[config.mk]
export PLATFORM = sky130hd
export DESIGN_NAME = fetch_stage
export DESIGN_NICKNAME = d
export VERILOG_FILES = /design/src/rtl/fetch_stage.sv
export SDC_FILE = /design/constraint.sdc
export NUM_CORES = 1
export LEC_CHECK = 0
export CAP_MARGIN = 20
export CELL_PAD_IN_SITES_DETAIL_PLACEMENT = 0
export CELL_PAD_IN_SITES_GLOBAL_PLACEMENT = 1
export CORE_MARGIN = 2
export CORE_UTILIZATION = 36
export DETAILED_ROUTE_END_ITERATION = 8
export PLACE_DENSITY = 0.79
export REMOVE_ABC_BUFFERS = 1
export SLEW_MARGIN = 20
export SYNTH_ARGS = -nofsm -noshare
export SYNTH_HDL_FRONTEND = slang
export SYNTH_SLANG_ARGS = --single-unit
[constraint.sdc]
create_clock -name clk -period 3.4 [get_ports clk]
set_input_delay 0.68 -clock clk [delete_from_list [all_inputs] [get_ports clk]]
set_output_delay 0.68 -clock clk [all_outputs]
set_load 0.03 [all_outputs]
[src/rtl/fetch_stage.sv]
// fetch_stage: instruction fetch with a single-stage F/D pipeline buffer.
//
// The PC starts from the boot vector held at imem[0]. Words are fetched one
// per cycle. A word with opcode[5]=1 carries a second word (the immediate),
// so it is assembled over two fetch cycles. Taken branches, returns and
// interrupt vectors redirect the PC through jump_sel. A pending interrupt
// injects a marker slot into the F/D buffer ahead of the next instruction.
//
// Ports
//   clk, rst            single clock, asynchronous active-high reset
//   pc_enable           PC/state advance enable from decode (0 = stall)
//   f_d_buffer_enable   F/D buffer load enable (0 = hold)
//   flush               load a bubble into the F/D buffer
//   jump_sel            00 sequential, 01 branch_addr, 10 mem_pc, 11 INT_VEC
//   branch_addr         branch/call target
//   mem_pc              return PC popped from the stack
//   interrupt           external interrupt request (pulse)
//   imem_addr           instruction memory address (combinational)
//   imem_data           instruction word for imem_addr, same cycle
//   opcode/src/dst/imm  F/D buffered instruction fields
//   pc_out              F/D buffered return PC (address after the instruction)
//   interrupt_out       F/D buffered interrupt-slot marker
//   fd_valid            F/D buffer holds an instruction or interrupt slot
module fetch_stage #(
    parameter int unsigned     W       = 16,
    parameter logic [W-1:0]    INT_VEC = W'(16'h0002)
) (
    input  logic         clk,
    input  logic         rst,
    input  logic         pc_enable,
    input  logic         f_d_buffer_enable,
    input  logic         flush,
    input  logic [1:0]   jump_sel,
    input  logic [W-1:0] branch_addr,
    input  logic [W-1:0] mem_pc,
    input  logic         interrupt,
    output logic [W-1:0] imem_addr,
    input  logic [W-1:0] imem_data,
    output logic [5:0]   opcode,
    output logic [2:0]   src,
    output logic [2:0]   dst,
    output logic [W-1:0] imm,
    output logic [W-1:0] pc_out,
    output logic         interrupt_out,
    output logic         fd_valid
);

    localparam int unsigned OPC_W = 6;
    localparam int unsigned REG_W = 3;

    typedef enum logic [1:0] {
        BOOT      = 2'd0,
        FETCH     = 2'd1,
        FETCH_IMM = 2'd2
    } state_t;

    state_t            state_q, state_d;
    logic [W-1:0]      pc_q, pc_d;
    logic [OPC_W-1:0]  lat_opcode_q, lat_opcode_d;
    logic [REG_W-1:0]  lat_src_q, lat_src_d;
    logic [REG_W-1:0]  lat_dst_q, lat_dst_d;
    logic              pending_q, pending_d;
    logic              int_prev_q;

    // F/D load candidate; defaults to a bubble
    logic [OPC_W-1:0]  ld_opcode;
    logic [REG_W-1:0]  ld_src;
    logic [REG_W-1:0]  ld_dst;
    logic [W-1:0]      ld_imm;
    logic [W-1:0]      ld_pc;
    logic              ld_int;
    logic              ld_valid;

    logic              pend_clr;
    logic              int_rise;
    logic              jump_take;
    logic              advancing;
    logic [W-1:0]      pc_inc;
    logic [W-1:0]      jump_target;
    logic [OPC_W-1:0]  word_opcode;
    logic [REG_W-1:0]  word_src;
    logic [REG_W-1:0]  word_dst;

    // Instruction word fields of the currently presented memory word
    assign word_opcode = imem_data[15:10];
    assign word_src    = imem_data[9:7];
    assign word_dst    = imem_data[6:4];

    assign pc_inc    = pc_q + W'(1);
    assign jump_take = pc_enable && (jump_sel != 2'b00);
    assign advancing = pc_enable && (jump_sel == 2'b00);
    assign int_rise  = interrupt && !int_prev_q;

    // The boot vector always lives at address 0
    assign imem_addr = (state_q == BOOT) ? W'(0) : pc_q;

    // Redirect target selection
    always_comb begin
        jump_target = pc_inc;
        case (jump_sel)
            2'b01:   jump_target = branch_addr;
            2'b10:   jump_target = mem_pc;
            2'b11:   jump_target = INT_VEC;
            default: jump_target = pc_inc;
        endcase
    end

    // Sticky interrupt request; a new pulse wins over a same-cycle clear
    assign pending_d = (pending_q && !pend_clr) || int_rise;

    // Next state, PC, immediate latch and F/D load value
    always_comb begin
        state_d      = state_q;
        pc_d         = pc_q;
        lat_opcode_d = lat_opcode_q;
        lat_src_d    = lat_src_q;
        lat_dst_d    = lat_dst_q;
        pend_clr     = 1'b0;
        ld_opcode    = '0;
        ld_src       = '0;
        ld_dst       = '0;
        ld_imm       = '0;
        ld_pc        = '0;
        ld_int       = 1'b0;
        ld_valid     = 1'b0;

        case (state_q)
            BOOT: begin
                // Load the boot vector regardless of decode control
                pc_d    = imem_data;
                state_d = FETCH;
            end

            FETCH: begin
                if (jump_take) begin
                    pc_d = jump_target;
                end else if (advancing) begin
                    if (pending_q) begin
                        // Interrupt slot: resume at the un-fetched instruction
                        ld_opcode = '0;
                        ld_pc     = pc_q;
                        ld_int    = 1'b1;
                        ld_valid  = 1'b1;
                        pend_clr  = 1'b1;
                    end else if (word_opcode[OPC_W-1]) begin
                        // First half of a two-word instruction
                        lat_opcode_d = word_opcode;
                        lat_src_d    = word_src;
                        lat_dst_d    = word_dst;
                        pc_d         = pc_inc;
                        state_d      = FETCH_IMM;
                    end else begin
                        ld_opcode = word_opcode;
                        ld_src    = word_src;
                        ld_dst    = word_dst;
                        ld_pc     = pc_inc;
                        ld_valid  = 1'b1;
                        pc_d      = pc_inc;
                    end
                end
            end

            FETCH_IMM: begin
                if (jump_take) begin
                    // Abandon the partial instruction
                    pc_d         = jump_target;
                    state_d      = FETCH;
                    lat_opcode_d = '0;
                    lat_src_d    = '0;
                    lat_dst_d    = '0;
                end else if (advancing) begin
                    ld_opcode = lat_opcode_q;
                    ld_src    = lat_src_q;
                    ld_dst    = lat_dst_q;
                    ld_imm    = imem_data;
                    ld_pc     = pc_inc;
                    ld_valid  = 1'b1;
                    pc_d      = pc_inc;
                    state_d   = FETCH;
                end
            end

            default: begin
                state_d = BOOT;
            end
        endcase
    end

    // State register
    always_ff @(posedge clk or posedge rst) begin
        if (rst) begin
            state_q <= BOOT;
        end else if (pc_enable || (state_q == BOOT)) begin
            state_q <= state_d;
        end
    end

    // PC, immediate latch and interrupt tracking
    always_ff @(posedge clk or posedge rst) begin
        if (rst) begin
            pc_q         <= '0;
            lat_opcode_q <= '0;
            lat_src_q    <= '0;
            lat_dst_q    <= '0;
            pending_q    <= 1'b0;
            int_prev_q   <= 1'b0;
        end else begin
            if (pc_enable || (state_q == BOOT)) begin
                pc_q         <= pc_d;
                lat_opcode_q <= lat_opcode_d;
                lat_src_q    <= lat_src_d;
                lat_dst_q    <= lat_dst_d;
            end
            pending_q  <= pending_d;
            int_prev_q <= interrupt;
        end
    end

    // F/D buffer: flush beats hold beats load
    always_ff @(posedge clk or posedge rst) begin
        if (rst) begin
            opcode        <= '0;
            src           <= '0;
            dst           <= '0;
            imm           <= '0;
            pc_out        <= '0;
            interrupt_out <= 1'b0;
            fd_valid      <= 1'b0;
        end else if (flush) begin
            opcode        <= '0;
            src           <= '0;
            dst           <= '0;
            imm           <= '0;
            pc_out        <= '0;
            interrupt_out <= 1'b0;
            fd_valid      <= 1'b0;
        end else if (f_d_buffer_enable) begin
            opcode        <= ld_opcode;
            src           <= ld_src;
            dst           <= ld_dst;
            imm           <= ld_imm;
            pc_out        <= ld_pc;
            interrupt_out <= ld_int;
            fd_valid      <= ld_valid;
        end
    end

endmodule

Yosys cells after proc, flatten, opt, wreduce, memory -nomap -nowiden. Index checks and enable logic that the tools add are counted.

Register bits after elaboration: 78. Input bits: 56. Output and inout port bits: 62. Word-level logic and storage cells: 133.

Add/sub/neg operators: 1. Eq/ne operators: 13. Multiplexer cells: 88. Reduce and logical (&&, ||, !) cells: 17.

Operators by type and width (number): 2-to-1 mux 16 bit (19); case mux 16 bit (3 select lines) (2); 2-to-1 mux 3 bit (25); 2-to-1 mux 6 bit (9); case mux 16 bit (2 select lines) (1); case mux 3 bit (2 select lines) (4); case mux 6 bit (2 select lines) (2); 2-to-1 mux 5 bit (4); adder 16 x 1 -> 16 bit (second input constant) (1); 2-to-1 mux 1 bit (14); 2-to-1 mux 2 bit (6); inequality test 2 bit (second input constant) (5); inequality test 3 bit (second input constant) (3); AND reduction 7 bit (1); equality test 2 bit (second input constant) (3); case mux 2 bit (3 select lines) (1); AND reduction 6 bit (1); nonzero test 2 bit (3); AND reduction 5 bit (1); equality test 2 x 1 -> 1 bit (second input constant) (2); logical AND 1 bit (4); logical NOT 2 bit (2); nonzero test 3 bit (1); logical NOT 1 bit (2); other kinds (2) (3).

Logic depth before layout (Yosys ltp).
Depth in word-level cells: 8. Gate-level depth with buffers: 9. Gate-level depth less buffers: 7.

Worst setup path after synthesis. OpenSTA, ideal clock, no wires.

Kind: register to output. From: reg state_q[0]. To: out imem_addr[10]. Arrival time: 1440 ps. Required time: 2720 ps. Slack: 1280 ps. Cell stages (with the launch flop): 6. Buffers on the path: 2. Cell sequence: dfrtp_1 -> inv_1 -> ha_1 -> clkbuf_1 -> clkbuf_1 -> nor2b_1.

Cells in the longest elaborated chain, start to end: 2.

Ends and longest elaborated chain: start, declared (line 57) `state_t state_q, state_d;`; start signal, assigned (line 194) `state_q <= state_d;`; logical NOT 2 bit (line 95) `assign imem_addr = (state_q == BOOT) ? W'(0) : pc_q;`; 2-to-1 mux 16 bit (line 95); end, declared (line 37) `output logic [W-1:0] imem_addr,`.

Every way passes these cells.

Worst setup path after layout.
From: reg state_q[0]. To: out imem_addr[12].

Same word-level chain as after synthesis.

==> summary.txt <==
Hold path
  – Hold_sp: int_prev_q
  – Worst hold path type: flip-flop to flip-flop

Clock tree
  – Post-CTS setup buffers: 0
  – CTS tree: done
  – CTS clk-pin slew, worst paths: 0.07 ns
  – Post-cts resize count: 0
  – Deepest clock path buffer count: 2
  – Clock sink count: 78
  – Cts bufs inserted: 9
  – Clock root buffer: clkbuf_16
  – Clock Latency Late Sink: 0.34 ns
  – H-tree Lvls: 3
  – # hold bufs at CTS: 0

Power
  – P per Cell Area: 721 nW/um2
  – P_leak: 2.56 nW
  – Peak VDD IR: 0.387 mV
  – Overall Power: 4.29 mW

Floorplanning
  – Die ar.: roughly 13,000 um2
  – Cell row count: 39
  – CORE AREA: 11,500 um2
  – Initial core utilization: 37.2%
  – Die Wd: 113 um
  – Die Span Y: ~110 um
  – I/O pin total: 118

Critical path
  – Crit path arrival time: 2.22 ns
  – Setup Crit Path Kind: flip-flop to output pin
  – CP max FO: 14
  – Worst Path Required: 2.72 ns
  – CP startpoint kind: flip-flop
  – Worst Setup End Kind: output pin
  – Reg-to-Reg Start: pc_q[0]
  – Critical path origin: state_q[0]

Yosys
  – Largest family of logic cells by synthesized area: compound AO/OA/AOI/OAI gates
  – Mean post-synth cell area: between 9 and 10 um2
  – Register area share after synthesis: 45.5%
  – Share of the synthesized area in the top cell type: around 46%
  – Post-Syn Area: 4290 um2
  – #FFs+latches synth: 78
  – Post-synth ARST share: 100%
  – Synth warn: 0
  – EDFF count, synth: 0
  – Post-synth cell types: 54
  – Post-synthesis xor/xnor area fraction: 0.613%
  – Post-synth top area cell: dfrtp_1
  – Post-Synth Simple-Gate Area: approximately 18%
  – Top cells by area, synth: dfrtp_1 46%, a22o_1 6.5%, o21ai_0 3.7%
  – Post-synthesis adder-cell area fraction: 1.17%
  – Most used DFF post-synth: dfrtp_1
  – Cells after Synth: 454
  – Compound-gate portion of the synthesized area: 28.6%
  – Mux cell area share after synthesis: 0.467%

Timing
  – Hold Slack: around 0.42 ns
  – Final period util: 85.2%
  – Slew Limit Headroom: 47.2%
  – RSZ-0062 raised after global routing: false
  – Worst-Margin Slew: 0.791 ns
  – Min Clock Period, post-route: 2.90 ns
  – Final setup vio count: 0
  – Fin. Hold Viols: 0
  – Fmax: about 350 MHz
  – Clock skew: 0.0102 ns
  – Setup TNS: 0 ns
  – Max-slew violations: 0
  – Final worst slack: slightly above 0.5 ns

Drt
  – Routed vias: approximately 4,100
  – DRC: 6
  – Routed Antenna Nets: 0
  – DR iter-0 viols: 310
  – Post-DR wirelength/cell: 19.2 um
  – 1st-pass router iterations: 7
  – Post-Route WL: roughly 14,000 um
  – Via density: ~5.8

Final layout
  – Utilization after layout: 51.7%
  – Diodes inserted: 0
  – Fin cells: roughly 710
  – Final-stage net count: 620
  – Design Area, Final: 5950 um2
  – Area delta synth->final: 38.9%
  – Ratio of cells with drive above 1 in the final layout: under 10%

Placement
  – Placer Congestion: 0.855
  – Placed Cells: 692
  – # port buffers: between 100 and 150
  – Pre-CTS setup slack: ~0.41 ns
  – Post-DP HPWL: 9870 um
  – Area after DPL: 5610 um2

Global route
  – Largest net degree at the start of global routing: 49
  – Global-route wire length before repair: 22,100 um
  – GRT Residual Overflow: 0
  – Total GRT Usage: 21.8%
  – Initial antenna violation count: 0
  – Vias in the first global route: 4,037

Flow run
  – Max-Cap Viols: 0

Run status
  – Failing checks: DRC
  – Status: complete, but fails checks
[cells in the final DEF (no fill, tap or decap), drive strengths merged, types with 5 or more instances in the layout]
cell type	instances
inv	24
a221oi	5
clkbuf	9
o21ai	38
nand3	13
nand2b	6
o211ai	5
nor2b	24
dfrtp	78
o31ai	9
clkdlybuf4s50	117
nor2	30
nor3	13
a31oi	9
a221o	7
a21oi	24
a22oi	5
nand2	27
and3	7
buf	16
a222oi	11
a2bb2oi	6
a22o	32
nand4	5
[logic make-up (layout without fill, tap and decap cells)]
family | count (synthesis) | count (layout)
compound gates | 168 | 168
simple gates | 140 | 140
flops | 78 | 78
buf+inv | 59 | 170
fa+ha+maj | 4 | 4
xor+xnor | 3 | 3
mux | 2 | 2
[final timing paths]
path / endpoint / slack, ns / cells past startpoint
worst max-delay path: imem_addr[12] / 0.50 / 5
worst min-delay path: pending_q / 0.42 / 1
worst max register to register: pc_out[12] / 1.17 / 6
worst min register to register: pending_q / 0.42 / 1
max in group asynchronous: pc_out[10] / 1.97 / 3
min in group asynchronous: opcode[3] / 0.75 / 2
[critical path, stage by stage, from the launching register on]
cell,delay (ns)
dfrtp_1,0.39
inv_1,0.08
ha_1,0.32
buf_4,0.25
nor2b_1,0.14
clkdlybuf4s50_1,0.69
[layout make-up]
class	instances	area, um2
Clock buffer	9	225
Clock inverter	7	114
Fill cell	1092	5560
Inverter	21	78.8
Multi-Input combinational cell	317	2100
Sequential cell	78	1950
Tap cell	143	179
Timing Repair Buffer	133	1300
[per-layer routing]
metal | vias to the layer above | track usage [%] | share of wire [%]
li1 | 1925 | - | -
met2 | 153 | 33.5 | 45
met3 | 10 | 4.87 | 7.2
met4 | 0 | 6.50 | 1.3
met1 | 2007 | 30.9 | 46
met5 | - | 0 | 0
[flip-flops by register name (all words and copies together) (netlist names)]
register and flops:
imm 16, pc_out 16, pc_q 16, lat_opcode_q 6, opcode 6, dst 3
lat_dst_q 3, lat_src_q 3, src 3, state_q 2, fd_valid 1, int_prev_q 1
interrupt_out 1, pending_q 1
[report_power, final]
group,total (mW),internal [mW],switching (mW)
sequential,1.32,1.08,0.239
clock,1.09,0.661,0.432
combinational,1.88,0.760,1.12
[synth_stat cells (2+ instances only)]
| library cell | number |
|---|---|
| nor3b_2 | 2 |
| a222oi_1 | 11 |
| a221oi_1 | 5 |
| buf_2 | 13 |
| inv_1 | 18 |
| nand2_2 | 2 |
| or4_1 | 2 |
| nand4_1 | 5 |
| nor3_1 | 11 |
| a211oi_1 | 2 |
| o21ai_1 | 6 |
| a22o_1 | 32 |
| o21ai_0 | 32 |
| o311ai_1 | 3 |
| nand2_1 | 25 |
| a21o_1 | 2 |
| nand2b_1 | 6 |
| inv_2 | 3 |
| o31ai_1 | 9 |
| xnor2_1 | 2 |
| clkbuf_1 | 21 |
| a31oi_1 | 9 |
| a2bb2oi_1 | 6 |
| nand3_1 | 13 |
| mux2i_1 | 2 |
| and4bb_2 | 2 |
| a22oi_1 | 5 |
| clkbuf_2 | 2 |
| ha_1 | 4 |
| a21oi_1 | 23 |
| o32a_1 | 4 |
| buf_4 | 2 |
| nor3_4 | 2 |
| and2_1 | 3 |
| nor3b_1 | 2 |
| dfrtp_1 | 78 |
| o211ai_1 | 5 |
| and3_1 | 7 |
| nor2b_1 | 24 |
| nor2_1 | 29 |
| a221o_1 | 7 |
Note: power is estimated with default switching activity, not from simulation.
